File: config.mk
export PLATFORM = sky130hd
export DESIGN_NAME = perf_counter_bank_flat
export DESIGN_NICKNAME = d
export VERILOG_FILES = /design/src/rtl/perf_counter_bank_if.sv /design/src/rtl/perf_counter_bank.sv /design/src/flat_wrapper.sv
export SDC_FILE = /design/constraint.sdc
export NUM_CORES = 1
export LEC_CHECK = 0
export BUFFER_PORTS_ARGS = -buffer_cell sky130_fd_sc_hd__buf_2
export CELL_PAD_IN_SITES_DETAIL_PLACEMENT = 0
export CELL_PAD_IN_SITES_GLOBAL_PLACEMENT = 1
export CORE_ASPECT_RATIO = 0.7
export CORE_MARGIN = 2
export CORE_UTILIZATION = 43
export CTS_CLUSTER_DIAMETER = 120
export DETAILED_ROUTE_END_ITERATION = 8
export HOLD_SLACK_MARGIN = 0.02
export PLACE_DENSITY_LB_ADDON = 0.3
export SLEW_MARGIN = 20
export SYNTH_ARGS = -nofsm -noshare
export SYNTH_HDL_FRONTEND = slang
export SYNTH_SLANG_ARGS = --single-unit
File: constraint.sdc
create_clock -name clk -period 14.21 [get_ports clk]
set_input_delay 0.7105 -clock clk [delete_from_list [all_inputs] [get_ports clk]]
set_output_delay 0.7105 -clock clk [all_outputs]
set_load 0.01 [all_outputs]
File: src/rtl/perf_counter_bank_if.sv
// Register-access bus between a master and the performance counter bank.
// One access per cycle; read data is returned on the following cycle.
interface io_bus_interface;
    logic [31:0] address;
    logic        read_en;
    logic        write_en;
    logic [31:0] write_data;
    logic [31:0] read_data;

    modport master (output address, read_en, write_en, write_data, input read_data);
    modport slave  (input address, read_en, write_en, write_data, output read_data);
endinterface

File: src/rtl/perf_counter_bank.sv
// Bank of selectable, individually enabled event counters with atomic snapshot,
// wrap detection and a maskable level interrupt, mapped as a bus peripheral.
module perf_counter_bank #(
    parameter logic [31:0] BASE_ADDR     = 32'hffff0400,
    parameter int unsigned NUM_EVENTS    = 16,
    parameter int unsigned NUM_COUNTERS  = 4,
    parameter int unsigned COUNTER_WIDTH = 48
) (
    input  logic                  clk,
    input  logic                  reset,
    input  logic [NUM_EVENTS-1:0] perf_events,
    io_bus_interface.slave        io_bus,
    output logic                  perf_irq
);
    localparam int unsigned NC   = NUM_COUNTERS;
    localparam int unsigned CW   = COUNTER_WIDTH;
    localparam int unsigned HI_W = CW - 32;

    logic [NC-1:0]  ctrl_q, ctrl_d, ovf_q, ovf_d, mask_q, mask_d;
    logic [NC-1:0]  ovf_set, ovf_clr;
    logic [7:0]     sel_q  [NC];
    logic [7:0]     sel_d  [NC];
    logic [CW-1:0]  cnt_q  [NC];
    logic [CW-1:0]  cnt_d  [NC];
    logic [CW-1:0]  snap_q [NC];
    logic [CW-1:0]  snap_d [NC];
    logic [31:0]    rdata_q, rdata_d;
    logic           irq_q;
    logic           snap_wr;

    logic           hit, cnt_hit, wr;
    logic [10:0]    off;
    logic [5:0]     blk, cidx;
    logic [4:0]     sub;
    logic [255:0]   ev_ext;

    // Offsets are relative to BASE_ADDR; addresses below it in the same 2 KB block do not decode.
    assign hit     = (io_bus.address[31:11] == BASE_ADDR[31:11]) &&
                     (io_bus.address[10:0] >= BASE_ADDR[10:0]);
    assign off     = io_bus.address[10:0] - BASE_ADDR[10:0];
    assign blk     = off[10:5];
    assign cidx    = blk - 6'd2;
    assign sub     = off[4:0];
    assign cnt_hit = hit && (blk >= 6'd2) && (32'(cidx) < NC);
    assign wr      = io_bus.write_en && hit;
    // Zero padding makes any SEL >= NUM_EVENTS select a line that never fires.
    assign ev_ext  = 256'(perf_events);

    always_comb begin : next_state
        ctrl_d  = ctrl_q;
        mask_d  = mask_q;
        sel_d   = sel_q;
        cnt_d   = cnt_q;
        snap_d  = snap_q;
        ovf_set = '0;
        ovf_clr = '0;
        snap_wr = 1'b0;
        if (wr) begin
            case (off)
                11'h000: ctrl_d  = io_bus.write_data[NC-1:0];
                11'h004: ovf_clr = io_bus.write_data[NC-1:0];
                11'h008: mask_d  = io_bus.write_data[NC-1:0];
                11'h00c: snap_wr = 1'b1;
                default: ;
            endcase
        end
        // A register write to a counter takes precedence over its increment.
        for (int i = 0; i < int'(NC); i++) begin
            if (wr && cnt_hit && cidx == 6'(i) && sub == 5'h04) begin
                cnt_d[i][31:0] = io_bus.write_data;
            end else if (wr && cnt_hit && cidx == 6'(i) && sub == 5'h08) begin
                cnt_d[i][CW-1:32] = io_bus.write_data[HI_W-1:0];
            end else if (ctrl_q[i] && ev_ext[sel_q[i]]) begin
                cnt_d[i]   = cnt_q[i] + CW'(1);
                ovf_set[i] = &cnt_q[i];
            end
            if (wr && cnt_hit && cidx == 6'(i) && sub == 5'h00) begin
                sel_d[i] = io_bus.write_data[7:0];
            end
        end
        ovf_d = (ovf_q & ~ovf_clr) | ovf_set;
        if (snap_wr) begin
            snap_d = cnt_d;
        end
    end

    always_comb begin : read_mux
        rdata_d = '0;
        if (io_bus.read_en && hit) begin
            case (off)
                11'h000: rdata_d = 32'(ctrl_q);
                11'h004: rdata_d = 32'(ovf_q);
                11'h008: rdata_d = 32'(mask_q);
                default: ;
            endcase
            if (cnt_hit) begin
                for (int i = 0; i < int'(NC); i++) begin
                    if (cidx == 6'(i)) begin
                        case (sub)
                            5'h00:   rdata_d = 32'(sel_q[i]);
                            5'h04:   rdata_d = cnt_q[i][31:0];
                            5'h08:   rdata_d = 32'(cnt_q[i][CW-1:32]);
                            5'h10:   rdata_d = snap_q[i][31:0];
                            5'h14:   rdata_d = 32'(snap_q[i][CW-1:32]);
                            default: ;
                        endcase
                    end
                end
            end
        end
    end

    always_ff @(posedge clk or posedge reset) begin
        if (reset) begin
            ctrl_q  <= '0;
            ovf_q   <= '0;
            mask_q  <= '0;
            for (int i = 0; i < int'(NC); i++) begin
                sel_q[i]  <= '0;
                cnt_q[i]  <= '0;
                snap_q[i] <= '0;
            end
            rdata_q <= '0;
            irq_q   <= 1'b0;
        end else begin
            ctrl_q  <= ctrl_d;
            ovf_q   <= ovf_d;
            mask_q  <= mask_d;
            sel_q   <= sel_d;
            cnt_q   <= cnt_d;
            snap_q  <= snap_d;
            rdata_q <= rdata_d;
            irq_q   <= |(ovf_q & mask_q);
        end
    end

    assign io_bus.read_data = rdata_q;
    assign perf_irq         = irq_q;
endmodule

File: src/flat_wrapper.sv
// flat-port wrapper written by rule: the top's interface ports become plain ports
module perf_counter_bank_flat 
#(
    parameter logic [31:0] BASE_ADDR     = 32'hffff0400,
    parameter int unsigned NUM_EVENTS    = 16,
    parameter int unsigned NUM_COUNTERS  = 4,
    parameter int unsigned COUNTER_WIDTH = 48
)
  (clk, reset, perf_events, perf_irq, io_bus_address, io_bus_read_en, io_bus_write_en, io_bus_write_data, io_bus_read_data);
  io_bus_interface io_bus_i ();
  input  logic clk;
  input  logic reset;
  input  logic [NUM_EVENTS-1:0] perf_events;
  output logic perf_irq;
  input wire logic [$bits(io_bus_i.address)-1:0] io_bus_address;
  input wire logic [$bits(io_bus_i.read_en)-1:0] io_bus_read_en;
  input wire logic [$bits(io_bus_i.write_en)-1:0] io_bus_write_en;
  input wire logic [$bits(io_bus_i.write_data)-1:0] io_bus_write_data;
  output wire logic [$bits(io_bus_i.read_data)-1:0] io_bus_read_data;
  assign io_bus_i.address = io_bus_address;
  assign io_bus_i.read_en = io_bus_read_en;
  assign io_bus_i.write_en = io_bus_write_en;
  assign io_bus_i.write_data = io_bus_write_data;
  assign io_bus_read_data = io_bus_i.read_data;
  perf_counter_bank #(.BASE_ADDR(BASE_ADDR), .NUM_EVENTS(NUM_EVENTS), .NUM_COUNTERS(NUM_COUNTERS), .COUNTER_WIDTH(COUNTER_WIDTH)) u_core (.clk(clk), .reset(reset), .perf_events(perf_events), .io_bus(io_bus_i), .perf_irq(perf_irq));
endmodule
# Word-level counts from Yosys, hierarchy flattened
# Cells that the tools add are included.
dict set report classes {
  add_sub_neg 6
  n_lt_le_gt_ge 7
  n_eq_ne 11
  n_mux 56
  bitwise_logic 4
  n_reduce_logical 36
}
# op count
set op_table {}
lappend op_table {{$pmux W32 S5} 4}
lappend op_table {{$mux W32} 15}
lappend op_table {{$add A48 B1 Y48 const B} 4}
lappend op_table {{$mux W48} 4}
lappend op_table {{$reduce_and A48 Y1} 4}
lappend op_table {{$mux W16} 8}
lappend op_table {{$lt A8 B9 Y1 const B} 4}
lappend op_table {{$bmux W1 S8} 4}
lappend op_table {{$logic_and A1 B1 Y1} 26}
lappend op_table {{$eq A11 B4 Y1 const B} 2}
lappend op_table {{$eq A21 B21 Y1 const B} 1}
lappend op_table {{$mux W1} 18}
lappend op_table {{$eq A6 B2 Y1 const B} 2}
lappend op_table {{$pmux W4 S3} 1}
lappend op_table {{$eq A11 B3 Y1 const B} 1}
lappend op_table {{$ge A11 B11 Y1 const B} 1}
lappend op_table {{$logic_not A11 Y1} 1}
lappend op_table {{$sub A11 B11 Y11 const B} 1}
lappend op_table {{$eq A5 B5 Y1 const B} 2}
lappend op_table {{$and A4 B4 Y4} 2}
lappend op_table {{$mux W4} 2}
lappend op_table {{$eq A6 B1 Y1 const B} 1}
lappend op_table {{$ge A6 B2 Y1 const B} 1}
lappend op_table {{$logic_not A6 Y1} 1}
lappend op_table {{other kinds (9)} 10}
dict set report totals {
  ff_bits 461
  in_bits 84
  out_inout_bits 33
  word_cells 137
}

# Logic depth before layout (Yosys ltp)
dict set report depth {
  ltp_word 14
  ltp_mapped 12
  ltp_nobuf 9
}

# Worst setup path after synthesis
# Ideal clock, no wire load.
dict set report synth_path {
  kind {input to register}
  from {in io_bus_address[6]}
  to {reg u_core.sel_q[17] (netlist name)}
  arrival_ns 3.307
  path_slack_ns 10.778
  path_stages 10
  path_buffers 2
  cell_sequence {clkbuf_1 > inv_1 > ha_1 > xor2_1 > nor2_1 > nand2_2 > or3_1 > clkbuf_1 > nor2_1 > mux2_2}
}
dict set report synth_via {
  elab_chain_len 7
}
# item line_no
set synth_lines {}
lappend synth_lines {{start, declared} flat_wrapper.sv:15} ;# input wire logic [$bits(io_bus_i.address)-1:0] io_bus_address;
lappend synth_lines {{$sub A11 B11 Y11 / $ge A11 B11 Y1 (equally long branches)} {perf_counter_bank.sv:40, perf_counter_bank.sv:39}}
lappend synth_lines {{$sub A6 B2 Y6, or another cell as far along} perf_counter_bank.sv:42} ;# assign cidx = blk - 6'd2;
lappend synth_lines {{$lt A6 B3 Y1 / $logic_and A1 B1 Y1 (equally long branches)} perf_counter_bank.sv:44} ;# assign cnt_hit = hit && (blk >= 6'd2) && (32'(cidx) < NC);
lappend synth_lines {{$logic_and A1 B1 Y1} perf_counter_bank.sv:44}
lappend synth_lines {{$logic_and A1 B1 Y1} perf_counter_bank.sv:77} ;# if (wr && cnt_hit && cidx == 6'(i) && sub == 5'h00) begin
lappend synth_lines {{$logic_and A1 B1 Y1 (*) (2 in series)} perf_counter_bank.sv:77}
lappend synth_lines {{end signal, assigned} perf_counter_bank.sv:129} ;# sel_q <= sel_d;
lappend synth_lines {{end, declared} perf_counter_bank.sv:21} ;# logic [7:0] sel_q [NC];
# Mark *: on every way between the ends. The rest lies on a longest branch, timed or not.
# A chain may end at the register's enable or synchronous reset.

# Worst setup path in the final report
dict set report layout_path {
  from {in io_bus_address[6]}
  to {reg u_core.rdata_q[16] (netlist: u_core.io_bus.read_data[16])}
}
dict set report layout_via {
  elab_chain_len 12
}
# item line_no
set layout_lines {}
lappend layout_lines {{$sub A11 B11 Y11} perf_counter_bank.sv:40} ;# assign off = io_bus.address[10:0] - BASE_ADDR[10:0];
lappend layout_lines {{$sub A6 B2 Y6} perf_counter_bank.sv:42}
lappend layout_lines {{$logic_not A6 Y1} perf_counter_bank.sv:98} ;# if (cidx == 6'(i)) begin
lappend layout_lines {{$mux W32} perf_counter_bank.sv:98}
lappend layout_lines {{$pmux W32 S5} perf_counter_bank.sv:99} ;# case (sub)
lappend layout_lines {{$mux W32} perf_counter_bank.sv:98}
lappend layout_lines {{$pmux W32 S5} perf_counter_bank.sv:99}
lappend layout_lines {{$mux W32} perf_counter_bank.sv:98}
lappend layout_lines {{$pmux W32 S5} perf_counter_bank.sv:99}
lappend layout_lines {{$mux W32} perf_counter_bank.sv:98}
lappend layout_lines {{$mux W32} perf_counter_bank.sv:96} ;# if (cnt_hit) begin
lappend layout_lines {{$mux W32 (*)} perf_counter_bank.sv:89} ;# if (io_bus.read_en && hit) begin
lappend layout_lines {{net u_core.rdata_d[16]} perf_counter_bank.sv:27} ;# logic [31:0] rdata_q, rdata_d;
lappend layout_lines {{end signal, assigned} perf_counter_bank.sv:132} ;# rdata_q <= rdata_d;
lappend layout_lines {{end, declared} perf_counter_bank.sv:27}
# Mark *: on every way through the listed nets, which the timed path passes. The rest lies on a longest branch.

==> flow_summary.ini <==
[cells_and_area]
multi_input_area_sq_um = 13500
ff_latch_area_sq_um = 11500
final_util = 0.481
area_growth_pct = 10.7
layout.cells.most_common = dfrtp_1
drive_gt1_frac = 0.115
fin_cells = 3807
final_area_sq_um = 28800
final_cell_mix = 461 x dfrtp_1, 359 x nand2_1, 265 x nor2_1, 244 x a21oi_1, 201 x o21ai_0
final.fill_count = 5812
final_nets = 3049

[yosys]
ys_seq_area_frac = 0.443
ys_warn_count = 0
postSynth.asyncResetShare = 1.00
synthSimpleGateAreaFrac = 0.221
synth_area_sq_um = 26000
postSynthCellCount = 2971
synth_ff_type = dfrtp_1
synth_compound_area_frac = 0.200
synth_nets = 3061
synth_top_area_frac = 0.443
synth.area.mux_share = 0.0447
ys_types = 87
synth-xor-area-share = 0.0485
synth_edf_count = 0
ys_ff_latch = 461
yosys.area_share.adder = 0.00288
synth_top_family_by_area = simple AND/OR/NAND/NOR gates
synthTopCellsByArea = dfrtp_1 44%, nand2_1 5.2%, a21oi_1 4.7%
synth_top_area_cell = dfrtp_1
synth_area_per_cell_sq_um = 8.76

[floorplan]
ios = 117
dieWidth_um = 298
core_area_sq_um = 59900
die_height_um = 210
start_util = 0.435
rows = 75
fp.dieArea_sq_um = 62500

[worst_setup_path]
rrSetupSlack_ps = 10380
criticalPathCategory = input pin to register
required_ps = 14690
crit_arrival_ps = 5200
reg2regPathDepth = 6
path_max_fanout = 16
cp-end-kind = register
r2r-end = u_core.snap_q[181]
critPathLaunchType = input pin
reg2reg_from = u_core.cnt_q[148]

[run_status]
status = finished clean

[detailed_routing]
drc_errors = 0
ant_nets = 0
vias = 25300
post_drt_wl_per_cell_um = 28.5
drt-pass1-iter-count = 8
drt_iter0_drc = 3674
drt-total-wl_um = 109000
vias_per_cell = 6.63

[global_route]
use_met1 = 0.494
grt_pass1_wl_um = 160000
grt_use_met3 = 0.116
antenna_found_initial = 4
grt_max_degree = 146
grt_pass1_vias = 23900
gr-total-overflow = 0
top_usage_layer = met1
track_usage = 0.342
met2_usage = 0.484

[timing]
max_freq_mhz = 212
setup_viol = 0
final.setup_skew_ps = 37.4
hold_viol_final = 0
tightest_slew_ps = 1260
rsz0062_at_grt = false
drv_slew = 0
fin_crit_sh = 0.332
period_needed_ps = 4720
fin_tns_setup_ps = 0
relSlewSlack = 0.151

[placement]
dpl-instance-area_sq_um = 27100
placedCellCount = 3715
gp_congestion = 0.958
port_buffers = 116
dp_hpwl_um = 75200

[clocking]
insertion_delay_ps = 620
cts_tree = yes
h-tree-depth = 2
clockRootBuffer = clkbuf_16
cts_sinks = 461
cts_hold_buf = 0
path_clk_slew_ps = 60
post_cts_resized = 0
cts_buffers = 49
post_cts_buffers = 0
cts.path.max_buffers = 3

[job]
maxCapViolCount = 0

[hold_path]
min_path_type = input pin to asynchronous set/reset pin

[pwr]
leakage_uw = 0.0117
powerDensity_nw_per_um2 = 95.7
peakVddDrop_v = 0.0000764
-- cells in the mapped netlist, drive strengths merged (21+ instances only) --
cell and instances:
o22ai 36, clkbuf 210, a22oi 70, dfrtp 461
nand4 97, nor2 268, and3 50, o21ai 206
a222oi 32, a21oi 244, mux2i 52, a221oi 56
nor4 67, mux2 53, xnor2 83, a211oi 24
nand3 117, xor2 61, inv 31, nand2 361
or3 22, a31oi 24, and4 21, nor3 83
-- worst max-delay path by stage --
stage	from	end	slack, ps	cells past startpoint
after global routing	io_bus_address[6]	u_core.io_bus.read_data[20]	9380	9
after detailed placement	io_bus_address[6]	u_core.io_bus.read_data[20]	9070	9
final	io_bus_address[6]	u_core.io_bus.read_data[16]	9490	9
after CTS	io_bus_address[6]	u_core.io_bus.read_data[20]	9710	9
after floorplan	reset	u_core.cnt_q[0]	650	1
after global placement	io_bus_address[6]	u_core.io_bus.read_data[20]	9120	9
-- report_power, final --
part           switching [uW]  leakage, uW  internal, uW
Clock                     576     0.000806           736
Combinational             106      0.00448          24.6
Sequential              0.869      0.00639          1310
Total                     683       0.0117          2070
-- per-layer routing --
| metal | routed length (um) | vias up |
|---|---|---|
| met3 | 14300 | 203 |
| met2 | 44900 | 1468 |
| met4 | 3180 | 4 |
| met1 | 46100 | 12700 |
| met5 | 31 | - |
| li1 | - | 10900 |
-- critical path: stages --
cell and delay (ps):
buf_2 350, inv_1 340, ha_1 380, nand2_1 80, nor2_1 580, nand3_1 760
nor2_1 1080, a221oi_1 480, a211oi_1 420
-- metrics by stage --
stage	hold WS (ps)	total power (uW)	setup WS, ps
floorplan	439	1400	646
global placement	460	1460	9120
detailed placement	466	1460	9070
CTS	271	2760	9710
global route	315	2820	9380
finish	249	2760	9490
-- logic make-up (layout without fill, tap and decap cells) --
| logic type | count (synthesis) | in the layout |
|---|---|---|
| xor+xnor | 144 | 144 |
| flops | 461 | 461 |
| mux | 107 | 107 |
| buf+inv | 259 | 286 |
| simple gates | 1180 | 1180 |
| fa+ha+maj | 6 | 6 |
| other cells | 0 | 1 |
| compound gates | 814 | 814 |
-- cell type report --
type	instances	share of cell area
inverters	31	0.00430
clock buffers	78	0.0529
flip-flops and latches	461	0.400
diodes	1	0.0000869
multi-input cells	2251	0.470
repair buffers	165	0.0342
well taps	808	0.0351
clock inverters	12	0.00313
-- sequential cells by signal, indices dropped and copies added, names as in the netlist --
| signal | cells |
|---|---|
| u_core.ctrl_q | 4 |
| u_core.snap_q | 192 |
| u_core.mask_q | 4 |
| u_core.ovf_q | 4 |
| u_core.io_bus.read_data | 32 |
| u_core.sel_q | 32 |
| u_core.cnt_q | 192 |
| u_core.perf_irq | 1 |
No activity file was read; power rests on OpenSTA's default activity.
